**config.mk**
```make
export PLATFORM = sky130hd
export DESIGN_NAME = vco_adc_multi_core
export DESIGN_NICKNAME = d
export VERILOG_FILES = /design/src/rtl/vco_adc_multi_core.sv
export SDC_FILE = /design/constraint.sdc
export NUM_CORES = 1
export LEC_CHECK = 0
export ABC_CLOCK_PERIOD_IN_PS = 5700
export BUFFER_PORTS_ARGS = -buffer_cell sky130_fd_sc_hd__buf_4
export CELL_PAD_IN_SITES_DETAIL_PLACEMENT = 0
export CELL_PAD_IN_SITES_GLOBAL_PLACEMENT = 1
export CORE_MARGIN = 3
export CORE_UTILIZATION = 50
export DETAILED_ROUTE_END_ITERATION = 7
export PLACE_DENSITY_LB_ADDON = 0.15
export SLEW_MARGIN = 20
export SYNTH_ARGS = -nofsm -noshare
export SYNTH_HDL_FRONTEND = slang
export SYNTH_SLANG_ARGS = --single-unit
```
**constraint.sdc**
```tcl
create_clock -name clock -period 5.7 [get_ports clock]
set_input_delay 1.14 -clock clock [delete_from_list [all_inputs] [get_ports clock]]
set_output_delay 1.14 -clock clock [all_outputs]
set_load 0.01 [all_outputs]
```
**src/rtl/vco_adc_multi_core.sv**
```systemverilog
// N-channel VCO-ADC back end: gated edge counters feeding a tagged result FIFO.
// Build option VCO_ADC_SAT_EN: saturating counters plus a sticky sat_flag output.
module vco_adc_multi_core #(
  parameter int N_CH       = 3,
  parameter int CNT_W      = 16,
  parameter int WIN_W      = 16,
  parameter int FIFO_DEPTH = 8,
  localparam int ID_W      = (N_CH > 1) ? $clog2(N_CH) : 1,
  localparam int DW        = ID_W + CNT_W
) (
  input  logic             clock,
  input  logic             resetb,
  input  logic [N_CH-1:0]  vco_i,
  input  logic [N_CH-1:0]  chan_en,
  input  logic [WIN_W-1:0] window_len,
  input  logic             continuous,
  input  logic             start,
  input  logic             stop,
  input  logic             rd_en,
  output logic [DW-1:0]    rd_data,
  output logic             rd_empty,
  output logic             fifo_full,
  output logic             overrun,
  input  logic             clr_ovr,
  output logic             busy,
  output logic             done
`ifdef VCO_ADC_SAT_EN
  ,
  output logic [N_CH-1:0]  sat_flag
`endif
);

  localparam int AW = $clog2(FIFO_DEPTH);
  localparam int IW = ID_W + 1;

  typedef enum logic [1:0] {
    IDLE,
    COUNT,
    DUMP
  } state_t;

  state_t state, state_n;

  logic [N_CH-1:0]  s1, s2, dly, rise;
  logic [N_CH-1:0]  en_q, m;
  logic [WIN_W-1:0] timer, timer_n;
  logic [WIN_W-1:0] reload, len_ld;
  logic [IW-1:0]    idx, idx_n;
  logic [ID_W-1:0]  sel;
  logic             hit, last;
  logic             arm, latch, count;
  logic             push, done_n;
  logic [CNT_W-1:0] cnt [N_CH];
  logic [DW-1:0]    word;

  logic [DW-1:0]    mem [FIFO_DEPTH];
  logic [AW:0]      wp, rp;
  logic             full, empty, wr, rd;

  // Two-flop synchroniser, then one more flop for rising-edge detect
  always_ff @(posedge clock or negedge resetb) begin
    if (!resetb) begin
      s1  <= '0;
      s2  <= '0;
      dly <= '0;
    end else begin
      s1  <= vco_i;
      s2  <= s1;
      dly <= s2;
    end
  end

  assign rise = s2 & ~dly;

  assign len_ld = (window_len == '0) ? '0 : window_len - 1'b1;

  // Next enabled channel at or above idx, and whether it is the final one
  always_comb begin
    m    = '0;
    sel  = '0;
    hit  = 1'b0;
    last = 1'b1;
    for (int i = 0; i < N_CH; i++)
      m[i] = en_q[i] && (i >= int'(idx));
    for (int i = 0; i < N_CH; i++)
      if (m[i] && !hit) begin
        sel = ID_W'(i);
        hit = 1'b1;
      end
    for (int i = 0; i < N_CH; i++)
      if (m[i] && (i > int'(sel)))
        last = 1'b0;
  end

  always_comb begin
    state_n = state;
    timer_n = timer;
    idx_n   = idx;
    arm     = 1'b0;
    latch   = 1'b0;
    count   = 1'b0;
    push    = 1'b0;
    done_n  = 1'b0;
    if (stop) begin
      state_n = IDLE;
    end else begin
      unique case (state)
        IDLE: begin
          if (start) begin
            latch   = 1'b1;
            arm     = 1'b1;
            timer_n = len_ld;
            state_n = COUNT;
          end
        end
        COUNT: begin
          count = 1'b1;
          if (timer == '0) begin
            idx_n   = '0;
            state_n = DUMP;
          end else begin
            timer_n = timer - 1'b1;
          end
        end
        DUMP: begin
          push  = hit;
          idx_n = IW'(sel) + IW'(1);
          if (last) begin
            if (continuous) begin
              arm     = 1'b1;
              timer_n = reload;
              state_n = COUNT;
            end else begin
              done_n  = 1'b1;
              state_n = IDLE;
            end
          end
        end
        default: state_n = IDLE;
      endcase
    end
  end

  always_ff @(posedge clock or negedge resetb) begin
    if (!resetb) begin
      state  <= IDLE;
      timer  <= '0;
      idx    <= '0;
      en_q   <= '0;
      reload <= '0;
      done   <= 1'b0;
    end else begin
      state <= state_n;
      timer <= timer_n;
      idx   <= idx_n;
      done  <= done_n;
      if (latch) begin
        en_q   <= chan_en;
        reload <= len_ld;
      end
    end
  end

  always_ff @(posedge clock or negedge resetb) begin
    if (!resetb) begin
      for (int i = 0; i < N_CH; i++)
        cnt[i] <= '0;
    end else begin
      for (int i = 0; i < N_CH; i++) begin
        if (arm) begin
          cnt[i] <= '0;
        end else if (count && en_q[i] && rise[i]) begin
`ifdef VCO_ADC_SAT_EN
          if (cnt[i] != '1)
            cnt[i] <= cnt[i] + 1'b1;
`else
          cnt[i] <= cnt[i] + 1'b1;
`endif
        end
      end
    end
  end

`ifdef VCO_ADC_SAT_EN
  always_ff @(posedge clock or negedge resetb) begin
    if (!resetb) begin
      sat_flag <= '0;
    end else begin
      for (int i = 0; i < N_CH; i++) begin
        if (arm)
          sat_flag[i] <= 1'b0;
        else if (count && en_q[i] && rise[i] && (cnt[i] == '1))
          sat_flag[i] <= 1'b1;
      end
    end
  end
`endif

  assign word  = {sel, cnt[sel]};
  assign busy  = (state != IDLE);

  assign empty = (wp == rp);
  assign full  = ((wp ^ rp) == {1'b1, {AW{1'b0}}});
  assign wr    = push && (!full || rd_en);
  assign rd    = rd_en && !empty;

  always_ff @(posedge clock or negedge resetb) begin
    if (!resetb) begin
      wp      <= '0;
      rp      <= '0;
      overrun <= 1'b0;
    end else begin
      if (wr)
        wp <= wp + 1'b1;
      if (rd)
        rp <= rp + 1'b1;
      if (push && full && !rd_en)
        overrun <= 1'b1;
      else if (clr_ovr)
        overrun <= 1'b0;
    end
  end

  always_ff @(posedge clock) begin
    if (wr)
      mem[wp[AW-1:0]] <= word;
  end

  assign rd_data   = empty ? '0 : mem[rp[AW-1:0]];
  assign rd_empty  = empty;
  assign fifo_full = full;

endmodule

```
==> flow_metrics.tcl, run 1 <==
set metrics [dict create \
    floorplan.die.height_microns 158 \
    post_synth_arst_share 0.426 \
    timing_max_transition_violations_final 0 \
    die_area_sq_mm 0.0249 \
    finalNetCount 982 \
    worst_setup_start_kind "flop" \
    clk_root_buffer_cell "sky130_fd_sc_hd__clkbuf_16" \
    grt_pass1_wl_mm 39.0 \
    insertion_delay_ns 0.54 \
    boundaryPins 52 \
    cts_resized 0 \
    post_synth_main_area_contributors "sky130_fd_sc_hd__edfxtp_1 (38%), sky130_fd_sc_hd__dfrtp_1 (23%), sky130_fd_sc_hd__mux4_2 (7.1%), sky130_fd_sc_hd__nor2_1 (3.3%), sky130_fd_sc_hd__xor2_1 (3.2%)" \
    fin_crit_sh 0.702 \
    timing.final.crit_period_ns 4.00 \
    intPower_mw 4.15 \
    power.density_cell_area_mw_per_mm2 455 \
    end_kind "output pin" \
    post-synth-top-count-cell "sky130_fd_sc_hd__edfxtp_1" \
    fp.coreArea_sq_mm 0.0222 \
    clockBufferDepth 3 \
    antenna_cells_inserted 0 \
    holdWs_ns 0.346 \
    vias_in_the_first_global_route 7241 \
    p_sw_frac 0.308 \
    timing.critical_path.fanout_max 25 \
    numCtsBuffers 27 \
    tightest_slew_ns 1.08 \
    cts.reportedPaths.clkPinSlew_ns 0.06 \
    simple_gate_share_of_the_synthesized_area 0.125 \
    final_antenna_net_count 0 \
    fmax_ghz 0.250 \
    required_ns 4.56 \
    worst_slew_margin_rel 0.274 \
    worst_clock_skew_ns 0.00842 \
    dp_hpwl_mm 16.0 \
    antenna_violations_before_repair 0 \
    setup_viol 0 \
    max_cap_viol_count 0 \
    finalWeightedCongestion 0.818 \
    run_status "finished clean" \
    row_count 54 \
    rsz0062_at_grt "false" \
    cts_tree "done" \
    yosysTopAreaCellShare 0.376 \
    dr.first_iter.drc_count 506 \
    ys_warn_count 0 \
    grt_start_max_net_pins 58 \
    synth_ff_type "sky130_fd_sc_hd__edfxtp_1" \
    synthXorXnorAreaFrac 0.0533 \
    start_util 0.517 \
    globalRoute.totalOverflow 0 \
    synthesis_stage_register_bit_count 251 \
    clock_tree.htree_level_count 1 \
    detail_route.vias_per_cell 5.66 \
    switchingPower_mw 1.85 \
    synth-edff-count 144 \
    criticalPathCategory "flop to output pin" \
    setup_tns_ns 0 \
    post_synth_num_cell_types 66 \
    finalHoldViolations 0 \
    combinationalPowerShare 0.284 \
    routedWlPerCell_microns 19.5 \
    drtPass1Iterations 5 \
    synth.area.mux_share 0.114 \
    power.share.sequential 0.394 \
    yosysTopAreaCell "sky130_fd_sc_hd__edfxtp_1" \
    synth_seq_area_share 0.609 \
    synthesis.instances 886 \
    top_post_synthesis_cells_by_count "sky130_fd_sc_hd__edfxtp_1 (144), sky130_fd_sc_hd__dfrtp_1 (107), sky130_fd_sc_hd__nor2_1 (101)" \
    num_vias 7031 \
    dp_worst_setup_slack_ns 2.18 \
    syn_area_per_cell_sq_um 13.0 \
    dominant_combinational_cell_family_by_area_after_synthesis "simple AND/OR/NAND/NOR gates" \
    worst_ir_drop_vdd_mv 0.330 \
    area.growth.synth_to_final_pct 14.6 \
    synth-compound-area-share 0.0609 \
    cts.sinks 251 \
    syn-num-nets 927 \
    share_clk_of_total_power 0.323 \
    wirelength_mm 24.2 \
    adder_and_majority_cell_fraction_of_the_synthesized_area 0.0139 \
    mappedNetlistArea_sq_mm 0.0115 \
    grt_usage 0.199 \
    arrival_ns 2.86 \
    power.static_leakage_nw 5.16 \
    worst_hold_path_type "flop to flop" \
    dieWidth_microns 158 \
    postLayoutSetupSlackWorst_ns 1.70 \
    cts_setup_buffers 0 \
    route.detailed.drc 0 \
    port_buffer_count 51 \
    post_cts_hold_buffer_count 0 \
    layout-drive-gt1-share 0.193 \
]
power by group through the flow:
stage / clock (mW) / combinational (mW) / sequential, mW
floorplan: 0 / 1.30 / 2.26
global placement: 0 / 1.67 / 2.39
detailed placement: 0 / 1.72 / 2.40
CTS: 1.97 / 1.73 / 2.36
global route: 2.04 / 1.89 / 2.40
finish: 1.94 / 1.70 / 2.36
sequential cells by signal, indices dropped and copies added (netlist names):
| signal | flops |
|---|---|
| cnt | 48 |
| dly | 3 |
| done | 1 |
| en_q | 3 |
| idx | 3 |
| mem | 144 |
| overrun | 1 |
| reload | 16 |
| rp | 4 |
| s1 | 3 |
| s2 | 3 |
| state | 2 |
| timer | 16 |
| wp | 4 |
layout make-up:
class | instances | area [sq um]
clock inverter | 17 | 278
inverter | 16 | 60.1
clock buffer | 33 | 728
multi-input combinational | 577 | 4250
fill | 1707 | 9050
tap | 280 | 350
sequential | 251 | 7000
timing repair buffer | 68 | 510
worst max-delay path, cell delays in order (launching register included):
cell,delay (ns)
sky130_fd_sc_hd__dfrtp_2,0.89
sky130_fd_sc_hd__buf_4,0.45
sky130_fd_sc_hd__mux4_2,0.54
sky130_fd_sc_hd__mux2i_1,0.23
sky130_fd_sc_hd__nor2_1,0.07
sky130_fd_sc_hd__buf_4,0.14
worst paths after layout:
| path | startpoint | end | slack [ns] | cells after the start |
|---|---|---|---|---|
| min in group asynchronous | resetb | s1[1] | 0.64 | 1 |
| worst max-delay path | rp[0] | rd_data[17] | 1.70 | 5 |
| worst max register to register | state[0] | mem[1][12] | 2.43 | 8 |
| worst min-delay path | s1[2] | s2[2] | 0.35 | 0 |
| worst min register to register | s1[2] | s2[2] | 0.35 | 0 |
| max in group asynchronous | resetb | cnt[3] | 3.87 | 2 |
stage by stage:
step	utilization	total power, mW	cells	area [sq um]
finish	0.593	6.00	1242	13200
floorplan	-	3.56	886	11500
CTS	0.593	6.06	1242	13200
detailed placement	0.548	4.11	1192	12200
global route	0.593	6.33	1242	13200
global placement	0.547	4.05	1192	12200
placed cells by master (no fill, tap or decap), types with 5 or more instances in the layout:
cell type / instances
sky130_fd_sc_hd__nand3_1: 19
sky130_fd_sc_hd__or3_1: 9
sky130_fd_sc_hd__clkbuf_16: 27
sky130_fd_sc_hd__clkinv_2: 8
sky130_fd_sc_hd__nor4_1: 8
sky130_fd_sc_hd__inv_1: 15
sky130_fd_sc_hd__o31ai_1: 8
sky130_fd_sc_hd__nor3_1: 19
sky130_fd_sc_hd__a21o_1: 5
sky130_fd_sc_hd__mux2i_1: 36
sky130_fd_sc_hd__dfrtp_1: 106
sky130_fd_sc_hd__and2_1: 5
sky130_fd_sc_hd__nand4_1: 13
sky130_fd_sc_hd__ha_1: 12
sky130_fd_sc_hd__edfxtp_1: 144
sky130_fd_sc_hd__and3_1: 6
sky130_fd_sc_hd__mux4_2: 36
sky130_fd_sc_hd__nor2_1: 101
sky130_fd_sc_hd__bufinv_16: 7
sky130_fd_sc_hd__nand2b_1: 7
sky130_fd_sc_hd__xor2_1: 42
sky130_fd_sc_hd__nand2_1: 83
sky130_fd_sc_hd__a21oi_1: 20
sky130_fd_sc_hd__buf_4: 68
sky130_fd_sc_hd__nor2b_1: 6
sky130_fd_sc_hd__xnor2_1: 28
sky130_fd_sc_hd__mux2_2: 12
sky130_fd_sc_hd__a211oi_1: 5
sky130_fd_sc_hd__o21ai_0: 38
logic make-up after synthesis:
kind of cell | count (synthesis)
DFF | 251
muxes | 84
AOI/OAI and AO/OA | 108
buffers and inverters | 58
and+or+nand+nor | 302
adders and majority gates | 13
xor gates and xnor gates | 70
metal layers:
| metal | global-route usage | part of all wire | vias up |
|---|---|---|---|
| li1 | - | - | 3361 |
| met1 | 0.276 | 0.45 | 3515 |
| met2 | 0.344 | 0.50 | 127 |
| met3 | 0.0290 | 0.037 | 28 |
| met4 | 0.0355 | 0.015 | 0 |
| met5 | 0 | 0 | - |
(Power assumes the default switching activity.)
==> run 2, diff against run 1 <==
- ABC_CLOCK_PERIOD_IN_PS: 5700 -> 3810
- clock period: 5.7 -> 3.81 ns (I/O delays scaled with it)
==> run 2 against run 1 <==
Flip-flop and latch count did not move. First-iteration DRC count rose by 4.7%. Power increased by 40%. Sequential power up 47%. Setup slack worse by 1.5 ns. Register-to-register slack worse by 1.7 ns. Largest cell class unchanged. Highest routed layer unchanged.
==> flow_metrics.tcl, run 2 (synthesis gave the netlist of run 1 again) <==
set metrics [dict create \
    critical_path.endpoint "rd_data[2]" \
    antenna_violations_before_repair 0 \
    rsz0062_at_grt "false" \
    worst_slew_margin_rel 0.358 \
    row_count 54 \
    layout-drive-gt1-share 0.188 \
    timing.rr.start "state[1]" \
    finalHoldViolations 0 \
    cts.sinks 251 \
    drtPass1Iterations 4 \
    num_vias 7160 \
    rrSetupSlack_ns 0.76 \
    final_common_cell "sky130_fd_sc_hd__edfxtp_1" \
    detail_route.vias_per_cell 5.74 \
    fmax_ghz 0.278 \
    final_cell_count_no_fill 1248 \
    setup_viol 0 \
    timing.critical_path.fanout_max 24 \
    power.static_leakage_nw 5.10 \
    worst_ir_drop_vdd_mv 0.377 \
    power.density_cell_area_mw_per_mm2 644 \
    flip_flop_count_of_the_largest_register_all_copies_and_words_added 144 \
    routed-wl-met3_microns 966 \
    arrival_ns 2.84 \
    crit_path_cell_trace "buf_4 -> mux4_2 -> mux2i_1 -> nor2_1 -> buf_4" \
    crit_top_cell "sky130_fd_sc_hd__buf_4" \
    vias_in_the_first_global_route 7304 \
    cts_setup_buffers 0 \
    crit_path_max_incr_delay_ns 0.70 \
    fp.coreArea_sq_mm 0.0222 \
    worst_r2r_endpoint "timer[0]" \
    largest_delay_contributor_family_on_the_critical_path "multiplexers" \
    clock_tree.htree_level_count 1 \
    worst_setup_start_kind "flop" \
    finalWeightedCongestion 0.788 \
    timing.critical_path.from "rp[0]" \
    setup_tns_ns 0 \
    dp_worst_setup_slack_ns 0.659 \
    timing_max_transition_violations_final 0 \
    criticalPathCategory "flop to output pin" \
    grt_start_max_net_pins 61 \
    tightest_slew_ns 0.953 \
    wirelength_mm 24.1 \
    globalRoute.totalOverflow 0 \
    area.growth.synth_to_final_pct 13.3 \
    boundaryPins 52 \
    crit_cells 5 \
    antenna_cells_inserted 0 \
    finalNetCount 993 \
    route.detailed.drc 0 \
    numPlacedInstances 1203 \
    clockBufferDepth 3 \
    worst_clock_skew_ns 0.0101 \
    run_status "finished clean" \
    die_area_sq_mm 0.0249 \
    timing.critical_path.buf_inv 2 \
    required_ns 3.05 \
    cts.reportedPaths.clkPinSlew_ns 0.06 \
    postLayoutSetupSlackWorst_ns 0.207 \
    drt-met1-wl_mm 11.1 \
    fin_crit_sh 0.946 \
    final_antenna_net_count 0 \
    cts_resized 0 \
    worst-r2r-cell-count 8 \
    routedWlPerCell_microns 19.3 \
    grt_usage 0.200 \
    dr_wl_met2_mm 11.8 \
    timing.critical_path.slowest_stage_cell "sky130_fd_sc_hd__dfrtp_2" \
    grt_pass1_wl_mm 39.5 \
    insertion_delay_ns 0.52 \
    timing.final.crit_period_ns 3.60 \
    post_cts_hold_buffer_count 0 \
    dr.first_iter.drc_count 530 \
    cts_tree "done" \
    numCtsBuffers 27 \
    start_util 0.517 \
    dieWidth_microns 158 \
    worst_hold_path_type "primary input to asynchronous set/reset pin" \
    layout_common_cells "sky130_fd_sc_hd__edfxtp_1 (144), sky130_fd_sc_hd__dfrtp_1 (106), sky130_fd_sc_hd__nor2_1 (101), sky130_fd_sc_hd__nand2_1 (83), sky130_fd_sc_hd__buf_4 (78)" \
    max_cap_viol_count 0 \
    holdWs_ns 0.271 \
    end_kind "output pin" \
    dp_hpwl_mm 16.1 \
    top_layer "met4" \
    clk_root_buffer_cell "sky130_fd_sc_hd__clkbuf_16" \
    port_buffer_count 51 \
    floorplan.die.height_microns 158 \
]
==> run 2: cell types whose count changed in the layout (fill, tap and decap cells not counted), sizes merged <==
cell,change
clkinv,+2
clkinvlp,-1
bufinv,-7
buf,+11
clkbuf,+1
==> run 2: routing by layer <==
layer,vias up,GRT usage
met1,3613,0.288
met2,134,0.334
met3,30,0.0252
met4,0,0.0397
met5,-,0
li1,3383,-
==> run 2: final cells by class <==
class	count	area (sq um)
Tap cell	280	350
Timing Repair Buffer	79	606
Clock buffer	34	712
Fill cell	1740	9200
Sequential cell	251	7000
Inverter	16	60.1
Clock inverter	11	52.6
Multi-Input combinational cell	577	4240
==> run 2: worst min-delay path by stage <==
stage	start	to	slack, ns	depth (start not counted)
CTS	resetb	cnt[46]	0.29	1
global route	resetb	state[0]	0.32	1
finish	resetb	cnt[46]	0.27	1
floorplan	s1[0]	s2[0]	0.33	0
detailed placement	s1[2]	s2[2]	0.35	0
global placement	s1[2]	s2[2]	0.34	0
==> run 2: stage by stage <==
| step | power [mW] | instance area [sq um] | util |
|---|---|---|---|
| floorplan | 5.33 | 11500 | - |
| global placement | 6.11 | 12300 | 0.552 |
| detailed placement | 6.18 | 12300 | 0.552 |
| CTS | 8.48 | 13000 | 0.586 |
| global route | 8.89 | 13000 | 0.586 |
| finish | 8.38 | 13000 | 0.586 |
==> run 2: power by group <==
group | switching [mW] | internal (mW)
Clock | 0.991 | 1.31
Sequential | 0.300 | 3.17
Combinational | 1.39 | 1.22
Total | 2.68 | 5.70
==> run 3, diff against run 2 <==
- RECOVER_POWER: default -> 100
==> run 3 against run 2 <==
The run now ends with capacitance limit, slew limit left. Routed wire length is essentially flat. Fmax grew 0.48%. Clock skew is essentially flat. Highest routed layer unchanged. Sequential power is essentially flat. Utilization shrank 0.71 points.
==> flow_metrics.tcl, run 3 (synthesis gave the netlist of run 1 again) <==
set metrics [dict create \
    run_status "complete, but fails checks" \
    violations "capacitance limit, slew limit" \
    finalNetCount 993 \
    timing.final.crit_period_ns 3.59 \
    power.static_leakage_nw 4.96 \
    setup_tns_ns 0 \
    fp.coreArea_sq_mm 0.0222 \
    boundaryPins 52 \
    layout_common_cells "sky130_fd_sc_hd__edfxtp_1 (144), sky130_fd_sc_hd__dfrtp_1 (106), sky130_fd_sc_hd__nor2_1 (101), sky130_fd_sc_hd__nand2_1 (83), sky130_fd_sc_hd__xor2_1 (42)" \
    timing_max_transition_violations_final 66 \
    grt_start_max_net_pins 61 \
    final_common_cell "sky130_fd_sc_hd__edfxtp_1" \
    cts.sinks 251 \
    post_cts_hold_buffer_count 0 \
    worst_slew_margin_rel -0.797 \
    cts_resized 0 \
    wirelength_mm 24.2 \
    detail_route.vias_per_cell 5.71 \
    grt_usage 0.200 \
    fin_crit_sh 0.941 \
    postLayoutSetupSlackWorst_ns 0.224 \
    insertion_delay_ns 0.52 \
    criticalPathCategory "flop to output pin" \
    cts.reportedPaths.clkPinSlew_ns 0.06 \
    routedWlPerCell_microns 19.4 \
    dieWidth_microns 158 \
    setup_viol 0 \
    crit_path_max_incr_delay_ns 0.69 \
    dp_worst_setup_slack_ns 0.659 \
    timing.critical_path.fanout_max 24 \
    row_count 54 \
    power.total_mw 8.22 \
    fmax_ghz 0.279 \
    port_buffer_count 51 \
    clk_root_buffer_cell "sky130_fd_sc_hd__clkbuf_16" \
    final_cell_count_no_fill 1248 \
    crit_path_cell_trace "buf_4 -> mux4_2 -> mux2i_1 -> nor2_1 -> clkbuf_4" \
    numCtsBuffers 27 \
    start_util 0.517 \
    tightest_slew_ns 2.70 \
    route.detailed.drc 0 \
    power.density_cell_area_mw_per_mm2 639 \
    finalWeightedCongestion 0.788 \
    worst_setup_start_kind "flop" \
    antenna_cells_inserted 0 \
    dr.first_iter.drc_count 564 \
    grtUsageMet2 0.334 \
    final_antenna_net_count 0 \
    worst_ir_drop_vdd_mv 0.377 \
    arrival_ns 2.82 \
    layout.filler_cells 1787 \
    globalRoute.busiestLayer "met2" \
    timing.critical_path.slowest_stage_cell "sky130_fd_sc_hd__dfrtp_2" \
    die_area_sq_mm 0.0249 \
    num_vias 7128 \
    globalRoute.totalOverflow 0 \
    finalHoldViolations 0 \
    use_met1 0.288 \
    grt_util_met3 0.0252 \
    dp_hpwl_mm 16.1 \
    grt_pass1_wl_mm 39.5 \
    rsz0062_at_grt "false" \
    antenna_violations_before_repair 0 \
    vias_in_the_first_global_route 7304 \
    layout-drive-gt1-share 0.149 \
    holdWs_ns 0.356 \
    flip_flop_count_of_the_largest_register_all_copies_and_words_added 144 \
    clockBufferDepth 3 \
    floorplan.die.height_microns 158 \
    drtPass1Iterations 4 \
    cts_tree "done" \
    area.growth.synth_to_final_pct 11.9 \
    max_cap_viol_count 2 \
    worst_clock_skew_ns 0.00976 \
    end_kind "output pin" \
    required_ns 3.05 \
    clock_tree.htree_level_count 1 \
    worst_hold_path_type "flop to flop" \
    cts_setup_buffers 0 \
    numPlacedInstances 1203 \
]
-- run 3: cell types whose count changed in the layout (fill, tap and decap cells not counted), sizes merged --
| cell | previous run | this run |
|---|---|---|
| buf | 79 | 35 |
| clkbuf | 34 | 78 |
-- run 3: layout make-up --
cell class / instances / area (sq um) / share of cell area
clock buffers: 34 / 712 / 0.0553
clock inverters: 11 / 52.6 / 0.00408
inverters: 16 / 60.1 / 0.00467
multi-input cells: 577 / 4220 / 0.328
flip-flops and latches: 251 / 7000 / 0.544
well taps: 280 / 350 / 0.0272
repair buffers: 79 / 468 / 0.0364
-- run 3: critical path: cells and delay by family (launching register included) --
family | cells | cell delay [ns]
buf+inv | 2 | 0.67
flops | 1 | 0.69
mux | 2 | 0.85
simple gates | 1 | 0.07
-- run 3: layer usage --
layer / wire (microns) / vias up
met1: 11100 / 3576
met5: 0 / -
met2: 11800 / 139
met3: 935 / 28
li1: - / 3385
met4: 325 / 0
-- run 3: metrics by stage --
| stage | area [sq um] | utilization |
|---|---|---|
| after floorplan | 11500 | - |
| after global routing | 12900 | 0.579 |
| after detailed placement | 12300 | 0.552 |
| after global placement | 12300 | 0.552 |
| after CTS | 13000 | 0.586 |
| final | 12900 | 0.579 |
-- run 3: final timing paths --
check                        from          to  slack (ns)  cells past startpoint
min                         s1[1]       s2[1]        0.36                      0
max in group asynchronous  resetb   timer[15]        1.18                      1
max                         rp[0]  rd_data[2]        0.22                      5
min in group asynchronous  resetb     cnt[46]        1.10                      1
min reg2reg                 s1[1]       s2[1]        0.36                      0
max reg2reg                 rp[0]   mem[2][8]        0.51                      6
-- run 3: where the power goes --
part | leakage (nW) | internal [mW] | total [mW] | switching, mW
logic | 1.89 | 1.07 | 2.46 | 1.39
clock network | 0.376 | 1.31 | 2.30 | 0.989
registers | 2.69 | 3.17 | 3.47 | 0.298
